--- src/rtl/cnn_pkg.sv ---
// cnn_pkg: shared state type, default geometry and derived sizes for the conv stream source
package cnn_pkg;
  typedef enum logic [2:0] {IDLE, WEIGHTS, STREAM, FLUSH, DONE} state_t;
  localparam int DEF_DATA_WIDTH = 8;
  localparam int DEF_IMG_WIDTH = 8;
  localparam int DEF_IMG_HEIGHT = 8;
  localparam int DEF_FILTER_WIDTH = 4;
  localparam int DEF_FILTER_HEIGHT = 4;
  localparam int NUM_PIXELS = DEF_IMG_WIDTH * DEF_IMG_HEIGHT;
  localparam int NUM_WEIGHTS = DEF_FILTER_WIDTH * DEF_FILTER_HEIGHT;
  localparam int FLUSH_LEN_DEF = (DEF_FILTER_HEIGHT - 1) * DEF_IMG_WIDTH + DEF_FILTER_WIDTH - 1;
  localparam int IMG_AW = $clog2(NUM_PIXELS);
  localparam int WT_AW = $clog2(NUM_WEIGHTS);
endpackage

--- src/rtl/conv_stream_source_if.sv ---
// conv_stream_source_if: weight and pixel stream from the source to the conv kernel
interface conv_stream_source_if #(parameter int DATA_WIDTH = 8);
  logic [DATA_WIDTH-1:0] weight_out;
  logic weight_valid;
  logic [DATA_WIDTH-1:0] pixel_out;
  logic pixel_valid;
  logic pixel_ready;
  logic sof;
  logic eol;
  logic eof;
  logic flushing;
  modport master (output weight_out, weight_valid, pixel_out, pixel_valid, sof, eol, eof, flushing, input pixel_ready);
  modport slave (input weight_out, weight_valid, pixel_out, pixel_valid, sof, eol, eof, flushing, output pixel_ready);
endinterface

--- src/rtl/cnn_frame_buffer.sv ---
// cnn_frame_buffer: simple dual-port frame RAM, synchronous write, 1-cycle synchronous read
module cnn_frame_buffer #(
  parameter int DATA_WIDTH = 8,
  parameter int DEPTH = 64,
  parameter int AW = $clog2(DEPTH)
) (
  input  logic                  clock,
  input  logic                  we,
  input  logic [AW-1:0]         waddr,
  input  logic [DATA_WIDTH-1:0] wdata,
  input  logic [AW-1:0]         raddr,
  output logic [DATA_WIDTH-1:0] rdata
);
  logic [DATA_WIDTH-1:0] mem [DEPTH];
  always_ff @(posedge clock) begin
    if (we) mem[waddr] <= wdata;
    rdata <= mem[raddr];
  end
endmodule

--- src/rtl/conv_stream_source.sv ---
// conv_stream_source: serializes filter weights, then streams the stored frame, then zero flush beats
module conv_stream_source
  import cnn_pkg::*;
#(
  parameter int DATA_WIDTH = DEF_DATA_WIDTH,
  parameter int IMG_WIDTH = DEF_IMG_WIDTH,
  parameter int IMG_HEIGHT = DEF_IMG_HEIGHT,
  parameter int FILTER_WIDTH = DEF_FILTER_WIDTH,
  parameter int FILTER_HEIGHT = DEF_FILTER_HEIGHT,
  parameter int FLUSH_LEN = (FILTER_HEIGHT - 1) * IMG_WIDTH + FILTER_WIDTH - 1,
  localparam int NP = IMG_WIDTH * IMG_HEIGHT,
  localparam int NW = FILTER_WIDTH * FILTER_HEIGHT,
  localparam int AW = $clog2(NP),
  localparam int WAW = $clog2(NW)
) (
  input  logic                  clock,
  input  logic                  reset,
  input  logic                  img_wr_en,
  input  logic [AW-1:0]         img_wr_addr,
  input  logic [DATA_WIDTH-1:0] img_wr_data,
  input  logic                  wt_wr_en,
  input  logic [WAW-1:0]        wt_wr_addr,
  input  logic [DATA_WIDTH-1:0] wt_wr_data,
  input  logic                  start,
  conv_stream_source_if.master  strm,
  output logic                  busy,
  output logic                  done
);
  localparam int WCW = $clog2(NW + 1);
  localparam int CW = $clog2(IMG_WIDTH);
  localparam int RW = $clog2(IMG_HEIGHT);
  localparam int FCW = $clog2(FLUSH_LEN + 1);
  state_t state;
  logic [DATA_WIDTH-1:0] wt [NW];
  logic [DATA_WIDTH-1:0] rd_data;
  logic [WCW-1:0] wcnt;
  logic [AW-1:0] ptr, rd_addr;
  logic [CW-1:0] col;
  logic [RW-1:0] row;
  logic [FCW-1:0] fcnt;
  logic idle, acc, load, flush_go, flush_end, last_col, last_row;
  // ptr is the index of the next pixel to present; the RAM is addressed one ahead on each load
  always_comb begin
    idle = state == IDLE;
    acc = strm.pixel_valid && strm.pixel_ready;
    last_col = col == CW'(IMG_WIDTH - 1);
    last_row = row == RW'(IMG_HEIGHT - 1);
    load = (state == WEIGHTS && wcnt == WCW'(NW)) || (state == STREAM && acc && !strm.eof);
    flush_go = acc && ((state == STREAM && strm.eof) || (state == FLUSH && fcnt != FCW'(FLUSH_LEN - 1)));
    flush_end = acc && state == FLUSH && fcnt == FCW'(FLUSH_LEN - 1);
    rd_addr = load ? ptr + AW'(1) : ptr;
  end
  cnn_frame_buffer #(.DATA_WIDTH(DATA_WIDTH), .DEPTH(NP), .AW(AW)) u_fb (
    .clock(clock),
    .we(idle && img_wr_en),
    .waddr(img_wr_addr),
    .wdata(img_wr_data),
    .raddr(rd_addr),
    .rdata(rd_data)
  );
  always_ff @(posedge clock) begin
    if (reset) begin
      state <= IDLE;
      wcnt <= '0;
      fcnt <= '0;
      busy <= 1'b0;
      done <= 1'b0;
      strm.weight_valid <= 1'b0;
      strm.weight_out <= '0;
      for (int i = 0; i < NW; i++) wt[i] <= '0;
    end else begin
      done <= 1'b0;
      if (idle && wt_wr_en) wt[wt_wr_addr] <= wt_wr_data;
      case (state)
        IDLE: if (start) begin
          state <= WEIGHTS;
          busy <= 1'b1;
          wcnt <= WCW'(1);
          strm.weight_valid <= 1'b1;
          // a weight 0 write in the start cycle must reach the first beat
          strm.weight_out <= (wt_wr_en && wt_wr_addr == '0) ? wt_wr_data : wt[0];
        end
        WEIGHTS: if (wcnt == WCW'(NW)) begin
          state <= STREAM;
          wcnt <= '0;
          strm.weight_valid <= 1'b0;
          strm.weight_out <= '0;
        end else begin
          strm.weight_out <= wt[wcnt[WAW-1:0]];
          wcnt <= wcnt + WCW'(1);
        end
        STREAM: if (acc && strm.eof) state <= FLUSH;
        FLUSH: if (flush_end) begin
          state <= DONE;
          busy <= 1'b0;
          done <= 1'b1;
          fcnt <= '0;
        end else if (acc) fcnt <= fcnt + FCW'(1);
        default: state <= IDLE;
      endcase
    end
  end
  always_ff @(posedge clock) begin
    if (reset) begin
      {ptr, col, row} <= '0;
      {strm.pixel_valid, strm.sof, strm.eol, strm.eof, strm.flushing} <= '0;
      strm.pixel_out <= '0;
    end else if (load) begin
      strm.pixel_valid <= 1'b1;
      strm.pixel_out <= rd_data;
      strm.sof <= ptr == '0;
      strm.eol <= last_col;
      strm.eof <= last_col && last_row;
      strm.flushing <= 1'b0;
      ptr <= ptr + AW'(1);
      col <= last_col ? '0 : col + CW'(1);
      row <= last_col ? row + RW'(1) : row;
    end else if (flush_go) begin
      {ptr, col, row} <= '0;
      {strm.sof, strm.eol, strm.eof} <= '0;
      strm.pixel_valid <= 1'b1;
      strm.pixel_out <= '0;
      strm.flushing <= 1'b1;
    end else if (flush_end) begin
      strm.pixel_valid <= 1'b0;
      strm.flushing <= 1'b0;
    end
  end
endmodule

--- src/flat_wrapper.sv ---
// flat-port wrapper written by rule: the top's interface ports become plain ports
module conv_stream_source_flat import cnn_pkg::*;
#(
  parameter int DATA_WIDTH = DEF_DATA_WIDTH,
  parameter int IMG_WIDTH = DEF_IMG_WIDTH,
  parameter int IMG_HEIGHT = DEF_IMG_HEIGHT,
  parameter int FILTER_WIDTH = DEF_FILTER_WIDTH,
  parameter int FILTER_HEIGHT = DEF_FILTER_HEIGHT,
  parameter int FLUSH_LEN = (FILTER_HEIGHT - 1) * IMG_WIDTH + FILTER_WIDTH - 1,
  localparam int NP = IMG_WIDTH * IMG_HEIGHT,
  localparam int NW = FILTER_WIDTH * FILTER_HEIGHT,
  localparam int AW = $clog2(NP),
  localparam int WAW = $clog2(NW)
)
  (clock, reset, img_wr_en, img_wr_addr, img_wr_data, wt_wr_en, wt_wr_addr, wt_wr_data, start, busy, done, strm_weight_out, strm_weight_valid, strm_pixel_out, strm_pixel_valid, strm_sof, strm_eol, strm_eof, strm_flushing, strm_pixel_ready);
  conv_stream_source_if #(.DATA_WIDTH(DATA_WIDTH)) strm_i ();
  input  logic clock;
  input  logic reset;
  input  logic img_wr_en;
  input  logic [AW-1:0] img_wr_addr;
  input  logic [DATA_WIDTH-1:0] img_wr_data;
  input  logic wt_wr_en;
  input  logic [WAW-1:0] wt_wr_addr;
  input  logic [DATA_WIDTH-1:0] wt_wr_data;
  input  logic start;
  output logic busy;
  output logic done;
  output wire logic [$bits(strm_i.weight_out)-1:0] strm_weight_out;
  output wire logic [$bits(strm_i.weight_valid)-1:0] strm_weight_valid;
  output wire logic [$bits(strm_i.pixel_out)-1:0] strm_pixel_out;
  output wire logic [$bits(strm_i.pixel_valid)-1:0] strm_pixel_valid;
  output wire logic [$bits(strm_i.sof)-1:0] strm_sof;
  output wire logic [$bits(strm_i.eol)-1:0] strm_eol;
  output wire logic [$bits(strm_i.eof)-1:0] strm_eof;
  output wire logic [$bits(strm_i.flushing)-1:0] strm_flushing;
  input wire logic [$bits(strm_i.pixel_ready)-1:0] strm_pixel_ready;
  assign strm_weight_out = strm_i.weight_out;
  assign strm_weight_valid = strm_i.weight_valid;
  assign strm_pixel_out = strm_i.pixel_out;
  assign strm_pixel_valid = strm_i.pixel_valid;
  assign strm_sof = strm_i.sof;
  assign strm_eol = strm_i.eol;
  assign strm_eof = strm_i.eof;
  assign strm_flushing = strm_i.flushing;
  assign strm_i.pixel_ready = strm_pixel_ready;
  conv_stream_source #(.DATA_WIDTH(DATA_WIDTH), .IMG_WIDTH(IMG_WIDTH), .IMG_HEIGHT(IMG_HEIGHT), .FILTER_WIDTH(FILTER_WIDTH), .FILTER_HEIGHT(FILTER_HEIGHT), .FLUSH_LEN(FLUSH_LEN)) u_core (.clock(clock), .reset(reset), .img_wr_en(img_wr_en), .img_wr_addr(img_wr_addr), .img_wr_data(img_wr_data), .wt_wr_en(wt_wr_en), .wt_wr_addr(wt_wr_addr), .wt_wr_data(wt_wr_data), .start(start), .strm(strm_i), .busy(busy), .done(done));
endmodule
--- config.mk ---
export PLATFORM = sky130hd
export DESIGN_NAME = conv_stream_source_flat
export DESIGN_NICKNAME = d
export VERILOG_FILES = /design/src/rtl/cnn_pkg.sv /design/src/rtl/conv_stream_source_if.sv /design/src/rtl/cnn_frame_buffer.sv /design/src/rtl/conv_stream_source.sv /design/src/flat_wrapper.sv
export SDC_FILE = /design/constraint.sdc
export NUM_CORES = 1
export LEC_CHECK = 0
export BUFFER_PORTS_ARGS = -buffer_cell sky130_fd_sc_hd__buf_4
export CELL_PAD_IN_SITES_DETAIL_PLACEMENT = 0
export CELL_PAD_IN_SITES_GLOBAL_PLACEMENT = 1
export CORE_UTILIZATION = 52
export DETAILED_ROUTE_END_ITERATION = 16
export GPL_ROUTABILITY_DRIVEN = 0
export HOLD_SLACK_MARGIN = 0.08
export PLACE_DENSITY_LB_ADDON = 0.1
export SLEW_MARGIN = 0
export SYNTH_ARGS = -nofsm -noshare
export SYNTH_HDL_FRONTEND = slang
export SYNTH_SLANG_ARGS = --single-unit
--- constraint.sdc ---
create_clock -name clock -period 4.2 [get_ports clock]
set_input_delay 1.05 -clock clock [delete_from_list [all_inputs] [get_ports clock]]
set_output_delay 1.05 -clock clock [all_outputs]
set_load 0.01 [all_outputs]
Yosys cells after proc, flatten, opt, wreduce, memory -nomap -nowiden
Memory sizes are Yosys's and may differ from the RTL's. A register that Yosys moved wholly into a read port is not among the register bits.
Index checks and enable logic that the tools add are counted.
Word-level totals
  register bits after elaboration: 49
  memory bits (writable): 640
  input bits: 32
  output and inout port bits: 24
  logic and storage cells: 120
  memories: 2
Cells by class
  $add $sub $neg: 5
  eq/ne operators: 13
  muxes and demuxes: 48
  bitwise logic cells: 1
  reductions and logical operators: 35
Memories
  u_core.u_fb.mem: words 64, width 8, read ports 1, clocked after memory_dff 1, write ports 1, line cnn_frame_buffer.sv:14  | logic [DATA_WIDTH-1:0] mem [DEPTH];
  u_core.wt: words 16, width 8, read ports 2, clocked after memory_dff 1, write ports 16, line conv_stream_source.sv:34  | logic [DATA_WIDTH-1:0] wt [NW];
Operator list (count)
  $mux 8: 6
  $mux 3: 9
  $mux 5: 4
  $mux 1: 18
  $mux 6: 3
  $pmux 8 s2: 1
  $logic_and 1x1->1: 14
  $mux 4: 3
  $pmux 3 s4: 1
  $add 5x1->5 const B: 2
  $eq 5x5->1 const B: 2
  $pmux 5 s2: 1
  $reduce_bool 2->1: 5
  $ne 2x2->1 const B: 4
  $reduce_or 8->1: 1
  $add 3x1->3 const B: 2
  $add 6x1->6 const B: 1
  $eq 3x2->1 const B: 2
  $eq 3x3->1 const B: 2
  $logic_not 6->1: 1
  $reduce_and 2->1: 3
  $reduce_and 3->1: 2
  $ne 5x5->1 const B: 1
  $logic_not 4->1: 1
  other kinds (10): 13

Depth between registers and ports, before layout
  depth in word-level cells: 7
  mapped depth: 15
  gate-level depth less buffers: 9

Cells and area by module
Synthesis repeated with hierarchy kept, for this count alone.
Unflattened totals
  cell total of the unflattened synthesis: 1567
  area total of the unflattened synthesis: 28562.4 um2
By module, submodules not included
  cnn_frame_buffer: instances 1, cells each 940, area an instance 20166.8 um2, sequential area each 15534.9 um2
  conv_stream_source: instances 1, cells each 627, area an instance 8395.6 um2, sequential area each 4904.7 um2

Least setup slack after synthesis
No wires, ideal clock.
  path type: register to register
  start: reg u_core.ptr[0]
  end: reg u_core.u_fb.rdata[5], read port of u_core.u_fb.mem
  setup time: 0.082 ns
  arrival: 3.467 ns
  data required time: 4.118 ns
  setup slack: 0.651 ns
  cell stages (with the launch flop): 16
  buffers on the path: 7
  period minus slack after synthesis: 3.549 ns
  path through: dfxtp_1 -> clkbuf_1 -> inv_1 -> clkbuf_1 -> clkbuf_1 -> clkbuf_1 -> ha_1 -> nand2b_1 -> clkbuf_1 -> clkbuf_1 -> clkbuf_1 -> nor3_1 -> or4_1 -> nor3_1 -> nor4_1 -> o2111ai_1
Between the ends
  longest elaborated chain between the ends: 2
RTL lines
  start: declaration: line conv_stream_source.sv:37  | logic [AW-1:0] ptr, rd_addr;
  start signal: assignment: line conv_stream_source.sv:115  | ptr <= ptr + AW'(1);
  $add 6x1->6: line conv_stream_source.sv:51  | rd_addr = load ? ptr + AW'(1) : ptr;
  $mux 6 *: line conv_stream_source.sv:51
  end: declaration: line cnn_frame_buffer.sv:12  | output logic [DATA_WIDTH-1:0] rdata
Every way passes the cells marked *; elsewhere a longest branch is shown, timed or not.
A chain may end at the register's enable or synchronous reset.

Worst setup path after layout
  start: reg u_core.wcnt[0]
  end: reg u_core.u_fb.rdata[2], read port of u_core.u_fb.mem
Between the ends
  longest elaborated chain between the ends: 4
RTL lines
  start: declaration: line conv_stream_source.sv:36  | logic [WCW-1:0] wcnt;
  start signal: assignment: line conv_stream_source.sv:90  | wcnt <= wcnt + WCW'(1);
  $eq 5x5->1: line conv_stream_source.sv:48  | load = (state == WEIGHTS && wcnt == WCW'(NW)) || (state == STREAM && acc && !strm.eof);
  $logic_and 1x1->1: line conv_stream_source.sv:48
  $logic_or 1x1->1: line conv_stream_source.sv:48
  $mux 6: line conv_stream_source.sv:51
No other way between the ends.

==> flow_metrics.tcl <==
set metrics [dict create \
    status "finished, final reports clean" \
    rsz0062_at_grt "no" \
    fin_crit_sh_pct 94.71 \
    route.detailed.drc 0 \
    synth_cells 2941 \
    detail-route-antenna-nets 0 \
    ctsRootBufferMaster "clkbuf_16" \
    hold_class "reg -> reg" \
    cp.arrival_ns 4.51 \
    post-place-ws_ns -0.1592 \
    drt-initial-drc-count 3194 \
    cts_hold_buffers 0 \
    layout.nets 2971 \
    setup_viol 0 \
    path_class "reg -> reg" \
    portBuffers 55 \
    synth-seq-cells 701 \
    die_w_um 254.9 \
    htreeDepth 3 \
    layout_common_cells "1,109 x nor3_1, 640 x edfxtp_1, 241 x or4_1, 164 x buf_4, 131 x and2_1" \
    start_util_pct 52.72 \
    grt_overflow 0 \
    cts_setup_buffers 0 \
    grt_pass1_wl_um 153000 \
    io_pins 56 \
    relSlewSlack_pct 20.56 \
    viasPerCell 6.753 \
    yosysSeqAreaShare_pct 61.46 \
    rows 92 \
    yosys.area.top_type "edfxtp_1" \
    slew_viol_final 0 \
    antenna_found_initial 1 \
    critPathLaunchType "flip-flop" \
    die_y_um 254.9 \
    syn_area_per_cell_um2 11.31 \
    final_common_cell "nor3_1" \
    cts.sink_count 701 \
    post_route_cells_drive_above_1_share_pct 12.86 \
    synth_edf_count 640 \
    cp_max_fo 76 \
    synth_warnings 0 \
    diodes 0 \
    timing.final.ws_setup_ns 0.2221 \
    fmax_ghz 0.2514 \
    max_cap_viol_count 0 \
    die_area_um2 64970 \
    ys.flop_type "edfxtp_1" \
    cts_buffer_depth 3 \
    grt_max_degree 122 \
    p_per_area_nw_per_um2 396.1 \
    vias 25870 \
    syn2layout_area_growth_pct 12.69 \
    grt_pass1_vias 24690 \
    async_flop_share_pct 0 \
    netlist_area_um2 33250 \
    synth.area.top_cells "edfxtp_1 58%, nor3_1 17%, or4_1 5.4%" \
    fin_skew_ns 0.01666 \
    clock_latency_ns 0.62 \
    hold_violations 0 \
    core_area_um2 63080 \
    p_leak_nw 12.34 \
    syn-num-nets 2983 \
    worstSetupEndpointType "flip-flop" \
    synth_top_area_share_pct 57.79 \
    wl_per_cell_um 26.57 \
    cts-buffers-inserted 75 \
    ys_types 53 \
    place_hpwl_um 61950 \
    postPlaceCellArea_um2 35030 \
    grtUsageTotal_pct 31.54 \
    clk_pin_slew_worst_paths_ns 0.06 \
    ir_worst_vdd_v 0.0003515 \
    routed_wl_um 101800 \
    cts_tree "built" \
    first_pass_iters 8 \
    worstPathRequired_ns 4.73 \
    min_period_ns 3.978 \
    worst_pin_slew_ns 1.184 \
    final_cell_area_um2 37470 \
    post_cts_resized 0 \
]
## cell families after synthesis
kind of cell	Yosys count	share of synthesized area, %
flip-flops	701	61.46
XOR/XNOR	6	0.1580
AND/OR/NAND/NOR	1750	28.37
multiplexers	40	2.709
adder cells (fa/ha/maj)	10	0.3763
buffers and inverters	285	3.552
AO/OA/AOI/OAI	149	3.367
## power by group
| part | switching (W) | total (W) | internal [W] | leakage [nW] |
|---|---|---|---|---|
| Sequential | 0.0000463 | 0.00773 | 0.00769 | 6.42 |
| Clock | 0.00277 | 0.00665 | 0.00388 | 1.19 |
| Combinational | 0.000313 | 0.000458 | 0.000145 | 4.72 |
## final timing paths
kind / start / endpoint / slack [ns] / depth (start not counted)
worst max register to register: u_core.wcnt[0] / u_core.u_fb.rdata[2] / 0.22 / 11
worst max-delay path: u_core.wcnt[0] / u_core.u_fb.rdata[2] / 0.22 / 11
worst min register to register: u_core.strm.sof / u_core.strm.sof / 0.46 / 2
worst min-delay path: u_core.strm.sof / u_core.strm.sof / 0.46 / 2
## area by class of cell
class | count | area, um2
Tap cell | 846 | 1059
Clock buffer | 90 | 2038
Clock inverter | 43 | 399.1
Sequential cell | 701 | 20450
Inverter | 5 | 21.27
Timing Repair Buffer | 191 | 1772
Multi-Input combinational cell | 1955 | 11740
Fill cell | 5138 | 25610
## synthesized netlist by cell type, types with 10 or more instances
master,count
clkbuf_1,181
a21oi_1,33
o41ai_1,24
nand3_1,17
nor2_1,122
nor3_1,1109
edfxtp_1,640
or2_2,21
ha_1,10
a211oi_1,16
a22oi_1,10
mux4_2,40
dfxtp_1,61
buf_1,20
o221ai_1,26
and2_1,131
or4_1,241
nand2_1,57
buf_2,74
## per-stage QoR
step	setup TNS [ns]	hold slack, ns	utilization (%)	cells	power, W
5_1_grt	0	0.4851	59.41	3831	0.01520
6_report	0	0.4583	59.41	3831	0.01484
3_3_place_gp	-0.1173	0.4438	55.53	3698	0.008325
3_5_place_dp	-0.1592	0.4502	55.53	3698	0.008339
4_1_cts	0	0.4607	59.39	3831	0.01489
2_1_floorplan	0	0.4516	-	2941	0.008073
## sequential cells by signal, summed over array words and instances (netlist names), named ones only
register	flops
u_core.u_fb.mem	512
u_core.wt	128
u_core.strm.pixel_out	8
u_core.strm.weight_out	8
u_core.u_fb.rdata	8
u_core.ptr	6
u_core.fcnt	5
u_core.wcnt	5
u_core.col	3
u_core.row	3
u_core.state	3
u_core.busy	1
u_core.done	1
u_core.strm.eof	1
u_core.strm.eol	1
u_core.strm.flushing	1
u_core.strm.pixel_valid	1
u_core.strm.sof	1
u_core.strm.weight_valid	1
## critical path, cell delays in order, from the launching register on
cell       delay [ns]
dfxtp_1          0.34
inv_1            0.10
ha_1             0.16
nor4bb_4         0.48
a221o_4          0.48
buf_12           0.33
buf_4            0.30
nor3_1           0.06
or4_1            0.55
nor3_1           0.50
o41ai_1          0.29
o2111ai_1        0.21
## routing by layer
metal  routed length (um)  part of all wire [%]  vias up  global-route usage [%]
li1                     -                     -    11460                       -
met1                41470                    41    12940                   44.35
met2                47880                    47     1273                   50.16
met3                 9132                   9.0      192                   4.454
met4                 3298                   3.2        2                   11.43
met5                   13                 0.013        -                       0
Note: power is estimated with default switching activity, not from simulation.
